==> config.mk <==
export PLATFORM = sky130hd
export DESIGN_NAME = seq_detector_param
export DESIGN_NICKNAME = d
export VERILOG_FILES = /design/src/rtl/seq_detector_param.sv
export SDC_FILE = /design/constraint.sdc
export NUM_CORES = 1
export LEC_CHECK = 0
export BUFFER_PORTS_ARGS = -buffer_cell sky130_fd_sc_hd__buf_2
export CORE_MARGIN = 2
export CORE_UTILIZATION = 47
export CTS_BUF_LIST = sky130_fd_sc_hd__clkbuf_8 sky130_fd_sc_hd__clkbuf_16
export DETAILED_ROUTE_END_ITERATION = 8
export PLACE_DENSITY = 0.73
export SKIP_LAST_GASP = 1
export SLEW_MARGIN = 20
export SYNTH_ARGS = -nofsm -noshare
export SYNTH_HDL_FRONTEND = slang
export SYNTH_SLANG_ARGS = --single-unit
==> constraint.sdc <==
create_clock -name clk -period 1.8 [get_ports clk]
set_clock_uncertainty 0.15 [all_clocks]
set_input_delay 0.36 -clock clk [delete_from_list [all_inputs] [get_ports clk]]
set_output_delay 0.36 -clock clk [all_outputs]
set_load 0.02 [all_outputs]
==> src/rtl/seq_detector_param.sv <==
// -----------------------------------------------------------------------------
// seq_detector_param
//   Serial sequence detector. Shifts in one bit per qualified clock and emits a
//   registered one-cycle pulse whenever the last SEQ_LEN accepted bits equal the
//   programmed pattern. The pattern can be reloaded at runtime. Matches may
//   overlap or not, and a saturating counter tallies the matches.
//
// Ports
//   clk          : rising-edge clock
//   reset        : synchronous, active-high reset
//   x, x_valid   : serial bit and its qualifier
//   overlap_en   : 1 = overlapping matches, 0 = each match needs fresh bits
//   cfg_load     : load cfg_pattern (MSB = first bit received); drops that x
//   cfg_pattern  : new pattern
//   cnt_clr      : clear match_count (wins over a same-cycle increment)
//   detector_out : registered match pulse
//   match_count  : saturating match count
// -----------------------------------------------------------------------------
module seq_detector_param #(
   parameter int                 SEQ_LEN = 4,
   parameter logic [SEQ_LEN-1:0] PATTERN = 4'b1011,
   parameter int                 CNT_W   = 8
) (
   input  logic               clk,
   input  logic               reset,
   input  logic               x,
   input  logic               x_valid,
   input  logic               overlap_en,
   input  logic               cfg_load,
   input  logic [SEQ_LEN-1:0] cfg_pattern,
   input  logic               cnt_clr,
   output logic               detector_out,
   output logic [CNT_W-1:0]   match_count
);

   localparam int                 FILL_W    = $clog2(SEQ_LEN + 1);
   localparam logic [FILL_W-1:0]  FILL_FULL = FILL_W'(SEQ_LEN);
   localparam logic [FILL_W:0]    FILL_CMP  = (FILL_W + 1)'(SEQ_LEN);
   localparam logic [CNT_W-1:0]   CNT_MAX   = '1;

   // Only the newest SEQ_LEN-1 bits are kept: the oldest bit of the window
   // falls off on every shift, so it never takes part in a compare.
   logic [SEQ_LEN-2:0] hist_q, hist_d;
   logic [FILL_W-1:0]  fill_q, fill_d;
   logic [SEQ_LEN-1:0] pat_q, pat_d;
   logic               det_q, det_d;
   logic [CNT_W-1:0]   cnt_q, cnt_d;

   logic [SEQ_LEN-1:0] nxt;
   logic [FILL_W:0]    fill_inc;
   logic               match;

   always_comb begin
      hist_d   = hist_q;
      fill_d   = fill_q;
      pat_d    = pat_q;
      det_d    = 1'b0;
      cnt_d    = cnt_q;
      nxt      = {hist_q, x};
      // One bit wider so fill+1 cannot wrap before the compare.
      fill_inc = {1'b0, fill_q} + (FILL_W + 1)'(1);
      match    = 1'b0;

      if (cfg_load) begin
         // The window restarts against the new pattern; x this cycle is dropped.
         pat_d  = cfg_pattern;
         fill_d = '0;
      end else if (x_valid) begin
         hist_d = nxt[SEQ_LEN-2:0];
         match  = (nxt == pat_q) && (fill_inc >= FILL_CMP);
         if (match) begin
            det_d  = 1'b1;
            if (cnt_q != CNT_MAX) cnt_d = cnt_q + CNT_W'(1);
            fill_d = overlap_en ? FILL_FULL : '0;
         end else begin
            fill_d = (fill_q == FILL_FULL) ? fill_q : fill_inc[FILL_W-1:0];
         end
      end

      if (cnt_clr) cnt_d = '0;
   end

   always_ff @(posedge clk) begin
      if (reset) begin
         hist_q <= '0;
         fill_q <= '0;
         pat_q  <= PATTERN;
         det_q  <= 1'b0;
         cnt_q  <= '0;
      end else begin
         hist_q <= hist_d;
         fill_q <= fill_d;
         pat_q  <= pat_d;
         det_q  <= det_d;
         cnt_q  <= cnt_d;
      end
   end

   assign detector_out = det_q;
   assign match_count  = cnt_q;

endmodule

# [After elaboration in Yosys (flattened, before gate mapping)]
# Index checks and enable logic that the tools add are counted.
[op_classes] bitwise=2 eq_ne=4 mul=0 add_sub_neg=2 reduce_logical=7 div_mod_pow=0 magnitude_cmp=1 shifts=0 mux=4
[ops] operator="$mux W3" count=3
[ops] operator="$add A8 B1 Y8 const B" count=1
[ops] operator="$ne A8 B8 Y1 const B" count=1
[ops] operator="$add A3 B1 Y4 const B" count=1
[ops] operator="$eq A4 B4 Y1" count=1
[ops] operator="$ge A4 B3 Y1 const B" count=1
[ops] operator="$reduce_and A2 Y1" count=2
[ops] operator="$reduce_and A4 Y1" count=1
[ops] operator="$reduce_or A2 Y1" count=2
[ops] operator="$eq A3 B3 Y1 const B" count=1
[ops] operator="$reduce_or A3 Y1" count=1
[ops] operator="$ne A2 B2 Y1 const B" count=1
[ops] operator="$not A1 Y1" count=2
[ops] operator="$logic_and A1 B1 Y1" count=1
[ops] operator="$mux W1" count=1
[totals] mem_count=0 ram_bits=0 latchBits=0 in_bits=11 reg_bits=19 rom_bits=0

# [Logic depth before layout (Yosys ltp)]
[depth] depth_word=5 depth_mapped=6 ltp_nobuf=6

# [Least setup slack after synthesis]
# No wires, ideal clock.
[synth_path] kind="register to register" from="register cnt_q[0] (netlist: match_count[0])" to="register cnt_q[4] (netlist: match_count[4])" period_less_slack_ps=2129 path_slack_ps=-329 arrival_ps=1909 path_stages_with_launch=6 n_path_buf=0 path_cell_list="dfxtp_1 -> ha_1 -> and3_4 -> a2111o_1 -> or4_1 -> a21oi_1"
[synth_between] elab_chain_cells=2 elab_cells_between_ends=3
[synth_rtl] element="start, declared" line="47" rtl="logic [CNT_W-1:0] cnt_q, cnt_d;"
[synth_rtl] element="start signal, assigned" line="95" rtl="cnt_q <= cnt_d;"
[synth_rtl] element="branches (longest 2 deep; another with $add A8 B1 Y8)"
# Parallel ways; which one is timed is not known.
# A chain may end at the register's enable or synchronous reset.

# [Worst setup path in the final report]
# Ends and elaborated chain as after synthesis.

==> run metrics <==
run status complete, but fails checks; violated checks setup timing; clock slew at reported path FFs 70 ps; IR drop worst, VDD 0.456 mV; number of cells on the worst reg-to-reg path 5; share of final-layout standard cells stronger than drive strength 1 39.1%; delay of the slowest cell on the worst path 420 ps; H-tree depth reported by CTS 1; share of the cycle needed by the critical path after routing 105%; first-pass GRT wire length 4430 um; WP data arrival 1920 ps; data required time of the critical path 1840 ps; P per Cell Area 586 nW/um^2; CTS tree done; DRC violations left 0; start-to-end type of the worst setup path reg2reg; number of antenna violations at the first check in global routing 0; Hold Vio Cnt, Final 0; clock root buffer master sky130_fd_sc_hd__clkbuf_8; Setup-failing EPs final 4; total CTS buffers 3; Unique masters post-synth 36; routability congestion estimate 0.849; type of element launching the critical path register; final wirelength 2800 um; P&R area growth vs syn 41.5%; total negative setup slack -182 ps; max-slew violations 0; library cell contributing the largest single delay on the critical path sky130_fd_sc_hd__a2111o_1; Achievable Freq 531 MHz; proportion of synthesized chip area in sequential cells 38.5%; hold path depth 2; average via count per standard cell 5.74; total overflow reported by the global router 0; Power Total 820 uW; DRC marker count from the first detailed-route iteration 16; total number of placement rows 16; overall die area 2490 um^2; number of iterations in the first detailed-routing pass 5; flip-flop and latch count after synthesis 19; cell count after synthesis 112; path category of the worst min-delay check in2reg; maximum fanout count along the critical path 5; detailed placement HPWL 1850 um; Max-Cap Viols 0; number of buffers inserted for hold repair after clock tree synthesis 0; number of global-route vias before repair 1,052; number of sinks on the clock net 19; Synth top area share 38.5%; start point of the worst min-delay path cfg_pattern[1]; Ports 20; worst slew margin relative to its limit 72.0%; Fill cells 159; number of inserted diodes 0; number of nets in the layout 171; number of nets with antenna violations after routing 0; FF-to-FF Start match_count[0]$_SDFFE_PP0P_; standard cell core area 1980 um^2; share of synthesized registers carrying an async set or reset 0%; synthesized area per cell 8.83 um^2; x dimension of the die 49.9 um; worst setup slack for register-to-register paths -80 ps; post-placement setup slack -111 ps; Max Root-Sink Buffers 2; yosys warns 0; least setup slack across all paths after layout -84.3 ps; Area contributors post-synth sky130_fd_sc_hd__dfxtp_1 (38%), sky130_fd_sc_hd__mux2i_1 (8.1%), sky130_fd_sc_hd__ha_1 (3.8%); capturing element type of the critical path register; WL/cell 15.3 um; PortBufs 19; cells along the critical path ha_4 -> and3_4 -> a2111o_1 -> or4_1 -> a21oi_1; transition time at the pin with the least slew margin 410 ps; total number of vias 1,050; sink of the worst hold path pat_q[1]$_SDFFE_PP1P_; effective utilization at floorplan 49.9%; Net Count, Synth 126; cell area after technology mapping 988 um^2; cell type with the highest aggregate area in the netlist sky130_fd_sc_hd__dfxtp_1; height of the chip 49.9 um; prevailing post-synth register cell sky130_fd_sc_hd__dfxtp_1; EDFF count, synth 0; setup repair after global routing missed its margin yes; clock network latency to the later pin of the worst-skew pair 250 ps; all-layer global routing usage 22.8%; Critical R2R Capture match_count[4]$_SDFFE_PP0P_; pin count of the biggest net entering global routing 17; LEAKAGE 0.000594 uW; minimum clock period 1880 ps
==> area by class of cell <==
class | instances | area [um^2] | share of cell area, %
clock inverters | 1 | 5.00 | 0.358
flip-flops and latches | 19 | 387 | 27.6
multi-input cells | 85 | 634 | 45.3
well taps | 27 | 33.8 | 2.42
clock buffers | 3 | 41.3 | 2.95
inverters | 5 | 18.8 | 1.34
repair buffers | 43 | 279 | 19.9
==> critical path: cells and delay by family, from the launching register on <==
| family | cells | cell delay, ps |
|---|---|---|
| fa+ha+maj | 1 | 150 |
| simple gates | 2 | 600 |
| compound gates | 2 | 560 |
| flops | 1 | 350 |
==> what timing repair did <==
item	CTS	global route
cloned	1	1
gates resized for setup	2	10
buffers inserted	0	4
pin swaps	4	5
endpoints found under the setup margin	6	11
==> stage by stage <==
step           instances  hold slack [ps]  util [%]  instance area (um^2)
2_1_floorplan        112              309         -                  1010
3_3_place_gp         173              344      63.3                  1250
3_5_place_dp         173              372      63.3                  1250
4_1_cts              178              159      66.8                  1320
5_1_grt              183              156      70.6                  1400
6_report             183              160      70.6                  1400
==> cell usage after synthesis (3+ instances only) <==
cell,n
sky130_fd_sc_hd__clkbuf_1,3
sky130_fd_sc_hd__or3_1,4
sky130_fd_sc_hd__nor2b_1,3
sky130_fd_sc_hd__nand3_1,4
sky130_fd_sc_hd__a211o_1,3
sky130_fd_sc_hd__nor3_1,4
sky130_fd_sc_hd__ha_1,3
sky130_fd_sc_hd__o2111ai_1,3
sky130_fd_sc_hd__inv_1,5
sky130_fd_sc_hd__mux2i_1,8
sky130_fd_sc_hd__a21oi_1,5
sky130_fd_sc_hd__nand2_1,10
sky130_fd_sc_hd__xnor2_1,3
sky130_fd_sc_hd__dfxtp_1,19
sky130_fd_sc_hd__nor2_1,8
==> cell families (layout without fill, tap and decap cells) <==
group,count (synthesis),after routing,share of synthesized area (%)
AOI/OAI and AO/OA,23,24,17.3
xor gates and xnor gates,4,4,3.54
adders and majority gates,3,3,3.80
buffers and inverters,9,52,4.18
DFF,19,19,38.5
muxes,8,8,8.10
and+or+nand+nor,46,46,24.6
==> worst max-delay path by stage <==
| stage | start | end | slack, ps | depth (start not counted) |
|---|---|---|---|---|
| global route | match_count[0]$_SDFFE_PP0P_ | match_count[4]$_SDFFE_PP0P_ | -160 | 6 |
| global placement | match_count[0]$_SDFFE_PP0P_ | match_count[2]$_SDFFE_PP0P_ | -80 | 5 |
| floorplan | match_count[0]$_SDFFE_PP0P_ | match_count[2]$_SDFFE_PP0P_ | -90 | 5 |
| finish | match_count[0]$_SDFFE_PP0P_ | match_count[4]$_SDFFE_PP0P_ | -80 | 5 |
| detailed placement | match_count[0]$_SDFFE_PP0P_ | match_count[6]$_SDFFE_PP0P_ | -110 | 5 |
| CTS | match_count[0]$_SDFFE_PP0P_ | match_count[4]$_SDFFE_PP0P_ | -90 | 5 |
==> state kept, by name, indices dropped and copies added, names as in the netlist <==
name,cells
pat_q,4
hist_q,3
match_count,8
fill_q,3
detector_out,1
==> cell usage in the layout, fill, tap and decap left out, drive strengths merged, types with 2 or more instances in the layout <==
| master | n |
|---|---|
| or4 | 2 |
| a21oi | 5 |
| or2 | 2 |
| ha | 3 |
| a2111o | 2 |
| buf | 43 |
| o2111ai | 3 |
| nor2 | 8 |
| dfxtp | 19 |
| inv | 5 |
| nand2b | 2 |
| o31ai | 2 |
| nor3 | 4 |
| clkbuf | 3 |
| o21ai | 2 |
| mux2i | 8 |
| xnor2 | 3 |
| nand3 | 4 |
| nand2 | 10 |
| a211o | 3 |
| and3 | 3 |
| or3 | 4 |
| nor2b | 3 |
==> power by group <==
part	switching [uW]	internal, uW
Clock	143	154
Combinational	45.4	44.1
Sequential	6.88	428
Total	195	625
==> routing by layer <==
layer	track usage, %	vias up	part of all wire (%)
met5	0	-	0
met4	10.2	0	1.8
met3	2.73	6	4.0
met2	40.7	36	53
met1	27.2	498	41
li1	-	510	-
Power figures use the tool's default switching activity.
